`src/rtl/dec_scan_pkg.sv`:
```
// dec_scan_pkg: mode and state encodings shared by the decoder/scan blocks
package dec_scan_pkg;
  localparam logic [1:0] MODE_DIRECT      = 2'b00;
  localparam logic [1:0] MODE_THERMO      = 2'b01;
  localparam logic [1:0] MODE_SCAN_WRAP   = 2'b10;
  localparam logic [1:0] MODE_SCAN_BOUNCE = 2'b11;
  localparam logic [1:0] ST_IDLE      = 2'b00;
  localparam logic [1:0] ST_DIRECT    = 2'b01;
  localparam logic [1:0] ST_SCAN_UP   = 2'b10;
  localparam logic [1:0] ST_SCAN_DOWN = 2'b11;
endpackage

```
`src/rtl/decoder_scan_n_tick_gen.sv`:
```
// tick_gen: prescaler counting 0..DIV_MAX while run, strobing tick at terminal count
module tick_gen #(
  parameter int DIV_W = 24,
  parameter logic [DIV_W-1:0] DIV_MAX = DIV_W'(12_000_000 - 1)
) (
  input  logic clk,
  input  logic rst,
  input  logic run,
  input  logic clear,
  output logic tick
);
  logic [DIV_W-1:0] cnt;
  assign tick = run & (cnt == DIV_MAX);
  always_ff @(posedge clk)
    if (rst || clear) cnt <= '0;
    else if (run) cnt <= tick ? '0 : cnt + 1'b1;
endmodule

```
`src/rtl/decoder_scan_n.sv`:
```
// decoder_scan_n: registered N-to-2^N decoder with thermometer mode and wrap/bounce scan sequencer
module decoder_scan_n
  import dec_scan_pkg::*;
#(
  parameter int SEL_W = 2,
  parameter int OUT_W = 2 ** SEL_W,
  parameter int DIV_W = 24,
  parameter logic [DIV_W-1:0] DIV_MAX = DIV_W'(12_000_000 - 1),
  parameter bit ACTIVE_LOW = 0
) (
  input  logic             clk,
  input  logic             rst,
  input  logic             en,
  input  logic [1:0]       mode,
  input  logic [SEL_W-1:0] sel,
  output logic [OUT_W-1:0] y,
  output logic [SEL_W-1:0] idx,
  output logic             tick
);
  localparam logic [SEL_W-1:0] TOP = SEL_W'(OUT_W - 1);
  localparam logic [OUT_W-1:0] INV = {OUT_W{ACTIVE_LOW}};
  logic [1:0] state, state_n;
  logic dir, dir_n, held, held_n, scan_now, pulse, bounce, edir, sdir;
  logic [SEL_W-1:0] idx_n, sidx;
  logic [OUT_W-1:0] oh, th, y_n;
  tick_gen #(.DIV_W(DIV_W), .DIV_MAX(DIV_MAX)) u_tick (
    .clk(clk),
    .rst(rst),
    .run(scan_now),
    .clear(en & ~scan_now),
    .tick(pulse)
  );
  // held remembers a frozen scan so re-enabling resumes instead of reloading from sel
  always_comb begin
    scan_now = en & mode[1] & (state[1] | (state == ST_IDLE & held));
    bounce = mode == MODE_SCAN_BOUNCE;
    edir = bounce & (idx == TOP | (idx != '0 & dir));
    sidx = edir ? idx - 1'b1 : idx + 1'b1;
    sdir = bounce & (sidx == TOP | (sidx != '0 & edir));
    idx_n = !en ? idx : !scan_now ? sel : pulse ? sidx : idx;
    dir_n = !en ? dir : !scan_now ? 1'b0 : pulse ? sdir : bounce & dir;
    held_n = en ? mode[1] : held;
    state_n = !en ? ST_IDLE : !mode[1] ? ST_DIRECT : dir_n ? ST_SCAN_DOWN : ST_SCAN_UP;
    oh = '0;
    th = '0;
    for (int i = 0; i < OUT_W; i++) begin
      oh[i] = idx_n == SEL_W'(i);
      th[i] = SEL_W'(i) <= idx_n;
    end
    y_n = state_n == ST_IDLE ? '0 : (state_n == ST_DIRECT && mode == MODE_THERMO) ? th : oh;
  end
  always_ff @(posedge clk)
    if (rst) begin
      state <= ST_IDLE;
      dir <= 1'b0;
      held <= 1'b0;
      idx <= '0;
      tick <= 1'b0;
      y <= INV;
    end else begin
      state <= state_n;
      dir <= dir_n;
      held <= held_n;
      idx <= idx_n;
      tick <= pulse;
      y <= y_n ^ INV;
    end
endmodule

```
`config.mk`:
```
export PLATFORM = sky130hd
export DESIGN_NAME = decoder_scan_n
export DESIGN_NICKNAME = d
export VERILOG_FILES = /design/src/rtl/dec_scan_pkg.sv /design/src/rtl/decoder_scan_n_tick_gen.sv /design/src/rtl/decoder_scan_n.sv
export SDC_FILE = /design/constraint.sdc
export NUM_CORES = 1
export LEC_CHECK = 0
export CAP_MARGIN = 20
export CELL_PAD_IN_SITES_DETAIL_PLACEMENT = 0
export CELL_PAD_IN_SITES_GLOBAL_PLACEMENT = 1
export CORE_MARGIN = 2
export CORE_UTILIZATION = 42
export DETAILED_ROUTE_END_ITERATION = 6
export PLACE_DENSITY = 0.82
export SLEW_MARGIN = 15
export SYNTH_ARGS = -nofsm -noshare
export SYNTH_HDL_FRONTEND = slang
export SYNTH_SLANG_ARGS = --single-unit
```
`constraint.sdc`:
```
create_clock -name clk -period 2.4 [get_ports clk]
set_clock_uncertainty 0.05 [all_clocks]
set_input_delay 0.48 -clock clk [delete_from_list [all_inputs] [get_ports clk]]
set_output_delay 0.48 -clock clk [all_outputs]
set_load 0.05 [all_outputs]
```
# Yosys cells after proc, flatten, opt, wreduce, memory -nomap -nowiden
# Index checks and enable logic that the tools add are counted.
# W data, S select, Z words.
# classes
n_addsub	3
n_lt_le_gt_ge	4
eq_ne	9
muxes	12
bitwise_logic	14
reduce_logical	8
# ops
operator	count
$add A24 B1 Y24 const B	1
$eq A24 B24 Y1 const B	1
$mux W24	1
$mux W2	6
$and A1 B1 Y1	10
$eq A2 B2 Y1 const B	5
$eq A2 B1 Y1 const B	3
$logic_not A2 Y1	3
$le A1 B2 Y1 const A	2
$le A2 B2 Y1 const A	2
$mux W1	4
$mux W4	1
$reduce_bool A2 Y1	2
$or A1 B1 Y1	3
$add A2 B1 Y2 const B	1
$reduce_or A2 Y1	1
$sub A2 B1 Y2 const B	1
$logic_and A1 B1 Y1	1
$logic_or A1 B1 Y1	1
$not A1 Y1	1
# word_totals
reg_bits	35
in_bits	7
output_inout_bits	7
wordCells	57

# Logic depth before layout (Yosys ltp)
# Gate-level depths: netlist of run 1.
# logic_depth
ltp_word	18
depth_mapped	8

# Modules after synthesis
# From an unflattened synthesis of run 1, not the netlist that was laid out.
# hier_totals
hier_cells	198
hier_area_um2	1773.0
# modules_own_cells
module	instances	cells_each	area_per_inst_um2	seq_area_each_um2
tick_gen	1	135	1229.9	480.5
decoder_scan_n	1	63	543.0	220.2

# Worst setup path after synthesis of run 1
# Ideal clock, no wire load.
# synth_timing
kind	register to register
from	reg u_tick.cnt[10]
to	reg y[1]
setup_ps	92
arrival_ps	1987
required_ps	2258
slack_ps	270
stages_incl_launch_ff	8
n_path_buf	1
synth_period_minus_slack_ps	2130
path_cell_list	dfxtp_1 -> or4b_1 -> nor4_2 -> and4_1 -> buf_6 -> mux2i_1 -> or3b_1 -> o32ai_1
# synth_via
elab_chain_cells	11
elab_cells_between_ends	18
cone_classes	order compare: 1; eq/ne: 3; mux: 10; bitwise: 1; reduce/logical: 3
# synth_rtl
element	line_no	source
start, declared	decoder_scan_n_tick_gen.sv:12	logic [DIV_W-1:0] cnt;
start signal, assigned	decoder_scan_n_tick_gen.sv:16	else if (run) cnt <= tick ? '0 : cnt + 1'b1;
$eq A24 B24 Y1 *	decoder_scan_n_tick_gen.sv:13	assign tick = run & (cnt == DIV_MAX);
$and A1 B1 Y1 *	decoder_scan_n_tick_gen.sv:13	
$mux W1 (3 in a row)	decoder_scan_n.sv:41	dir_n = !en ? dir : !scan_now ? 1'b0 : pulse ? sdir : bounce & dir;
$mux W1	decoder_scan_n.sv:43	state_n = !en ? ST_IDLE : !mode[1] ? ST_DIRECT : dir_n ? ST_SCAN_DOWN : ST_SCAN_UP;
$mux W2 (2 in a row)	decoder_scan_n.sv:43	
$eq A2 B1 Y1	decoder_scan_n.sv:50	y_n = state_n == ST_IDLE ? '0 : (state_n == ST_DIRECT && mode == MODE_THERMO) ? th : oh;
$logic_and A1 B1 Y1	decoder_scan_n.sv:50	
$mux W4	decoder_scan_n.sv:50	
end signal, assigned	decoder_scan_n.sv:66	y <= y_n ^ INV;
end, declared	decoder_scan_n.sv:16	output logic [OUT_W-1:0] y,
# Every way passes the cells marked *; elsewhere a longest branch is shown, timed or not.
# A chain may end at the register's enable or synchronous reset.

# Worst setup path in the final report of run 1
# layout_timing
from	reg u_tick.cnt[14]
to	reg y[0]
# Same word-level chain as after synthesis.

==> reports/results.ini, run 1 <==
[floorplanning]
die_w_microns = 65.2
placeableCoreArea_sq_um = 3630
num_rows = 22
start_util_pct = 43.3
die-height_microns = 65.2
dieArea_sq_um = 4250
num_io_pins = 14

[timing]
max_freq_mhz = 442
worst_pin_slew_ns = 0.506
rsz0062_at_grt = no
slew_viol_final = 0
finalSetupTns_ns = 0
final-setup-viol-count = 0
post-route-period-util_pct = 94.3
finalHoldViolations = 0
period_minus_slack_ns = 2.26
relSlewSlack_pct = 66.2

[worst_setup_path]
critPathLaunch = u_tick.cnt[14]$_SDFFE_PP0P_
slowest_delay_ns = 0.57
timing.rr.end = y[0]$_SDFF_PP0_
start_kind = flip-flop
critPathCaptureType = flip-flop
r2r_start = u_tick.cnt[14]$_SDFFE_PP0P_
reg2reg_slack_ns = 0.14
cp.required_ns = 2.57
cpMaxStageDelayCell = or4b_1
crit_cells = 6
arrival_ns = 2.43
critPathTopFamily = simple AND/OR/NAND/NOR gates
path_class = flip-flop to flip-flop
path_max_fanout = 4
rr_worst_depth = 6
cp_cell_sequence = or4b_1 > nor4_4 > and4_4 > mux2i_2 > or3b_1 > o22ai_1
worst-path-buf-inv = 0
worstSetupEndpoint = y[0]$_SDFF_PP0_

[detailed_routing]
vias_per_cell = 5.32
wl_per_cell_microns = 13.2
firstDrtPassIters = 4
vias = 1377
drt_iter0_markers = 73
drc = 0
routed_wl_microns = 3420
antenna_left = 0

[status]
status = finished, final reports clean

[synthesis]
synth_most_common_cell = dfxtp_1
synth.area.mux_share_pct = 1.99
syn_nets = 193
synth-async-reset-ratio_pct = 0
synth_flop_cell = dfxtp_1
synth_top_family_by_area = simple AND/OR/NAND/NOR gates
yosysWarnings = 0
synth_adder_area_share_pct = 0.796
synthSimpleGateAreaFrac_pct = 29.0
synth_area_leaders = dfxtp_1 45%, xor2_1 7.8%, nor2_1 7.4%
netlist_top_cells_count = 35 x dfxtp_1, 31 x nor2_1, 16 x nand2_1
synth.avg_cell_area_sq_um = 8.50
yosysTopAreaCellShare_pct = 44.6
yosysTopAreaCell = dfxtp_1
synth_compound_area_share_pct = 10.1
netlist-cell-type-count = 38
syn_inst = 185
synth_seq_cells = 35
yosysSeqAreaShare_pct = 44.6
synth_xor_area_share_pct = 10.6
synth_edf_count = 0
synth_area_sq_um = 1570

[clock_network]
insertion_delay_ns = 0.29
cts_tree = done
htreeDepth = 2
cts_max_path_buffers = 2
post_cts_buffers = 0
numCtsBuffers = 5
cts_sinks = 35
clk_pin_slew_worst_paths_ns = 0.07
hold_buffers = 0
cts_root_buf = clkbuf_8
cts.repair.resized = 0

[power]
pwr-share-seq_pct = 45.1
power_frac_clock_pct = 47.6
p_switching_mw = 0.276
internal_power_mw = 1.04
pwr-share-comb_pct = 7.3
power.leakage_nw = 0.712
ir_worst_vdd_mv = 0.389
powerDensity_nw_per_um2 = 662
swShare_pct = 20.9

[job]
cap_violations = 0

[global_route]
grt_max_degree = 22
antenna_found_initial = 0
gr-total-overflow = 0
grt_pass1_wl_microns = 5920
grt_pass1_vias = 1362
grt.total_usage_pct = 18.6

[final_layout]
fin_cells = 259
final_nets = 218
antennaDiodeCount = 0
multi_input_comb_area_sq_um = 851
register_area_sq_um = 701
area_growth_pct = 26.4
n_fill_cell = 362
drive_gt1_share_pct = 12.8

[placement]
gp_congestion = 0.835
hpwlAfterDp_microns = 2500
dp.cells = 251
portBuffers = 13

[min_path]
worstHoldPathType = flip-flop to flip-flop

==> cells by family (layout without fill, tap and decap cells) <==
family                   after synthesis  count (layout)
buffers and inverters                 10              36
multiplexers                           3               3
adder cells (fa/ha/maj)                1               1
flip-flops                            35              35
XOR/XNOR                              19              19
AO/OA/AOI/OAI                         26              26
AND/OR/NAND/NOR                       91              91
==> worst min-delay path by stage <==
stage / start / endpoint / depth (start not counted)
2_1_floorplan: held$_SDFFE_PP0P_ / held$_SDFFE_PP0P_ / 2
5_1_grt: u_tick.cnt[20]$_SDFFE_PP0P_ / u_tick.cnt[20]$_SDFFE_PP0P_ / 2
3_5_place_dp: dir$_SDFF_PP0_ / dir$_SDFF_PP0_ / 2
3_3_place_gp: held$_SDFFE_PP0P_ / held$_SDFFE_PP0P_ / 2
6_report: dir$_SDFF_PP0_ / dir$_SDFF_PP0_ / 2
4_1_cts: dir$_SDFF_PP0_ / dir$_SDFF_PP0_ / 2
==> worst register-to-register path: stages (launching register included) <==
cell and delay, ns:
dfxtp_1 0.34, or4b_1 0.57, nor4_4 0.28, and4_4 0.31, mux2i_2 0.09, or3b_1 0.40
o22ai_1 0.15
==> layer usage <==
| layer | up-vias | wire length (microns) | GRT usage, % |
|---|---|---|---|
| met5 | - | 0 | 0 |
| met4 | 0 | 59 | 10.2 |
| met3 | 4 | 144 | 5.65 |
| met2 | 21 | 1690 | 31.1 |
| met1 | 654 | 1530 | 21.0 |
| li1 | 698 | - | - |
==> layout by cell type, fill, tap and decap left out, types with 2 or more instances in the layout <==
master            n
nor2b_1           2
dfxtp_1          35
and3_1            4
a211oi_1          2
o2111ai_1         2
o21ai_0           4
clkdlybuf4s50_1  13
or4b_1            2
xnor2_1           5
nand3_1          12
a21oi_1          11
buf_4            10
nor3_1            5
or3_1             3
xor2_1           14
inv_1             4
nor2_1           30
nand4_1           6
nand2_1          16
a21o_1            2
bufinv_16         2
clkbuf_8          5
==> area by class of cell <==
class                      instances  area share, %
inverter                           4          0.755
clock buffer                       5           3.46
multi-input combinational        140           42.8
timing repair buffer              24           11.3
clock inverter                     3           3.40
sequential                        35           35.2
tap                               48           3.02
==> flip-flops by register name (all words and copies together), names as in the netlist <==
name / count
tick: 1
u_tick.cnt: 24
state: 2
idx: 2
held: 1
dir: 1
y: 4
==> power by group through the flow <==
stage | clock (mW) | sequential [mW] | combinational, mW
floorplan | 0 | 0.624 | 0.0347
global placement | 0 | 0.607 | 0.0909
detailed placement | 0 | 0.607 | 0.0924
CTS | 0.645 | 0.594 | 0.0931
global route | 0.666 | 0.595 | 0.103
finish | 0.627 | 0.594 | 0.0957
==> per-stage QoR <==
step                util (%)  area (sq um)  total power [mW]  hold slack, ns  setup WS, ns
finish                  54.7          1990              1.32           0.435         0.137
global route            54.7          1990              1.36           0.484        0.0313
CTS                     54.0          1960              1.33           0.438        0.0288
detailed placement      50.3          1830             0.700           0.427       -0.0230
global placement        50.3          1830             0.698           0.412        0.0448
floorplan                  -          1570             0.659           0.399         0.270
Power figures use the tool's default switching activity.
==> run 2, diff against run 1 <==
CTS_BUF_LIST = sky130_fd_sc_hd__clkbuf_16   (was unset)
==> reports/results.ini, run 2 (synthesis gave the netlist of run 1 again) <==
[worst_setup_path]
arrival_ns = 2.42  ; was 2.43 ns
critPathCaptureType = flip-flop  ; unchanged
path_max_fanout = 4  ; unchanged
worstSetupEndpoint = y[0]$_SDFF_PP0_  ; unchanged
rr_worst_depth = 6  ; unchanged
cpMaxStageDelayCell = or4b_1  ; unchanged
timing.rr.end = y[0]$_SDFF_PP0_  ; unchanged
slowest_delay_ns = 0.57  ; about the same
worst-path-buf-inv = 0  ; unchanged
cp_cell_sequence = or4b_1 > nor4_4 > and4_4 > mux2i_2 > or3b_1 > o22ai_1  ; unchanged
critPathLaunch = u_tick.cnt[14]$_SDFFE_PP0P_  ; unchanged
path_class = flip-flop to flip-flop  ; unchanged
cp.required_ns = 2.56  ; was 2.57 ns
r2r_start = u_tick.cnt[14]$_SDFFE_PP0P_  ; unchanged
reg2reg_slack_ns = 0.14  ; about the same
start_kind = flip-flop  ; unchanged
crit_cells = 6  ; unchanged
critPathTopFamily = simple AND/OR/NAND/NOR gates  ; unchanged

[detailed_routing]
drc = 0  ; unchanged
antenna_left = 0  ; unchanged
firstDrtPassIters = 4  ; unchanged
routed_wl_microns = 3500  ; was 3420 microns
vias = 1377  ; unchanged
vias_per_cell = 5.32  ; unchanged
wl_per_cell_microns = 13.5  ; was 13.2 microns
drt_iter0_markers = 43  ; was 73

[final_layout]
n_fill_cell = 359  ; was 362
antennaDiodeCount = 0  ; unchanged
most-common-layout-cells = 35 x dfxtp_1, 30 x nor2_1, 16 x nand2_1  ; unchanged
final_common_cell = dfxtp_1  ; unchanged
final_nets = 218  ; unchanged
largest_reg_flops = 24  ; unchanged
drive_gt1_share_pct = 12.8  ; unchanged
largestRegisters = u_tick.cnt: 24 flops, y: 4 flops  ; unchanged
fin_area_sq_um = 2040  ; was 1990 sq um
register_area_sq_um = 701  ; unchanged
post-route-util_pct = 56.3  ; was 54.7%
largest-register = u_tick.cnt  ; unchanged
multi_input_comb_area_sq_um = 851  ; unchanged
area_growth_pct = 30.0  ; was 26.4%

[status]
status = finished, final reports clean  ; unchanged

[clock_network]
insertion_delay_ns = 0.28  ; was 0.29 ns
cts_root_buf = clkbuf_16  ; was clkbuf_8
cts_tree = done  ; unchanged
cts_sinks = 35  ; unchanged
numCtsBuffers = 5  ; unchanged
post_cts_buffers = 0  ; unchanged
clk_pin_slew_worst_paths_ns = 0.06  ; was 0.07 ns
htreeDepth = 2  ; unchanged
cts_max_path_buffers = 2  ; unchanged

[placement]
gp_congestion = 0.835  ; unchanged
placed_area_sq_um = 1830  ; unchanged
portBuffers = 13  ; unchanged
hpwlAfterDp_microns = 2500  ; unchanged
pre_cts_ws_ns = -0.0230  ; unchanged

[timing]
max_freq_mhz = 443  ; was 442 MHz
relSlewSlack_pct = 66.1  ; was 66.2%
final-setup-viol-count = 0  ; unchanged
worst_pin_slew_ns = 0.507  ; was 0.506 ns
period_minus_slack_ns = 2.26  ; about the same
worst_slack_ns = 0.141  ; was 0.137 ns
finalHoldViolations = 0  ; unchanged
rsz0062_at_grt = no  ; unchanged
post-route-period-util_pct = 94.1  ; was 94.3%
slew_viol_final = 0  ; unchanged

[global_route]
grt.total_usage_pct = 19.1  ; was 18.6%
gr-total-overflow = 0  ; unchanged
grt_max_degree = 22  ; unchanged
grt_pass1_wl_microns = 6020  ; was 5920 microns
antenna_found_initial = 0  ; unchanged
grt_pass1_vias = 1375  ; was 1362

[min_path]
hold_start = dir$_SDFF_PP0_  ; unchanged
worstHoldPathType = flip-flop to flip-flop  ; unchanged

[power]
total_power_mw = 1.53  ; was 1.32 mW
powerDensity_nw_per_um2 = 748  ; was 662 nW/um^2
ir_worst_vdd_mv = 0.465  ; was 0.389 mV
power.leakage_nw = 0.738  ; was 0.712 nW

[floorplanning]
num_io_pins = 14  ; unchanged
die-height_microns = 65.2  ; unchanged
placeableCoreArea_sq_um = 3630  ; unchanged
start_util_pct = 43.3  ; unchanged
num_rows = 22  ; unchanged
die_w_microns = 65.2  ; unchanged
dieArea_sq_um = 4250  ; unchanged

[job]
cap_violations = 0  ; unchanged

## run 2: cell count changes in the layout (fill, tap and decap cells not counted)
cell | before | now
clkbuf_8 | 5 | 0
clkbuf_16 | 0 | 5
## run 2: worst min path at each step
stage | to | slack, ns | cells after the start
2_1_floorplan | held$_SDFFE_PP0P_ | 0.40 | 2
3_3_place_gp | held$_SDFFE_PP0P_ | 0.41 | 2
3_5_place_dp | dir$_SDFF_PP0_ | 0.43 | 2
4_1_cts | dir$_SDFF_PP0_ | 0.44 | 2
5_1_grt | u_tick.cnt[20]$_SDFFE_PP0P_ | 0.48 | 2
6_report | dir$_SDFF_PP0_ | 0.43 | 2
## run 2: what timing repair did
item	4_1_cts	5_1_grt
endpoints found under the setup margin	0	3
gates resized for setup	0	6
hold buffers	0	0
## run 2: metrics by stage
step	setup TNS, ns	std cells	hold slack [ns]
floorplan	0	185	0.399
finish	0	259	0.433
global route	0	259	0.481
CTS	0	259	0.436
global placement	0	251	0.412
detailed placement	-0.0230	251	0.427
## run 2: tightest hold or removal path, cell delays in order (launching register included)
cell,delay (ns)
dfxtp_1,0.32
nand2_1,0.06
a21oi_1,0.05
## run 2: power by group
part | internal (mW) | switching (mW) | total (mW)
Combinational | 0.0380 | 0.0582 | 0.0962
Clock | 0.594 | 0.244 | 0.839
Sequential | 0.589 | 0.00561 | 0.595
## run 2: routing by layer
layer | up-vias | global-route usage (%) | wire length [microns]
met5 | - | 0 | 0
met4 | 0 | 12.0 | 90
met3 | 7 | 6.51 | 140
met2 | 20 | 31.8 | 1750
met1 | 652 | 20.9 | 1520
li1 | 698 | - | -
## run 2: area by class of cell
type                    count  area share (%)
clock inverters             3            3.30
well taps                  48            2.94
clock buffers               5            6.12
multi-input cells         140            41.6
flip-flops and latches     35            34.3
repair buffers             24            11.0
inverters                   4           0.734
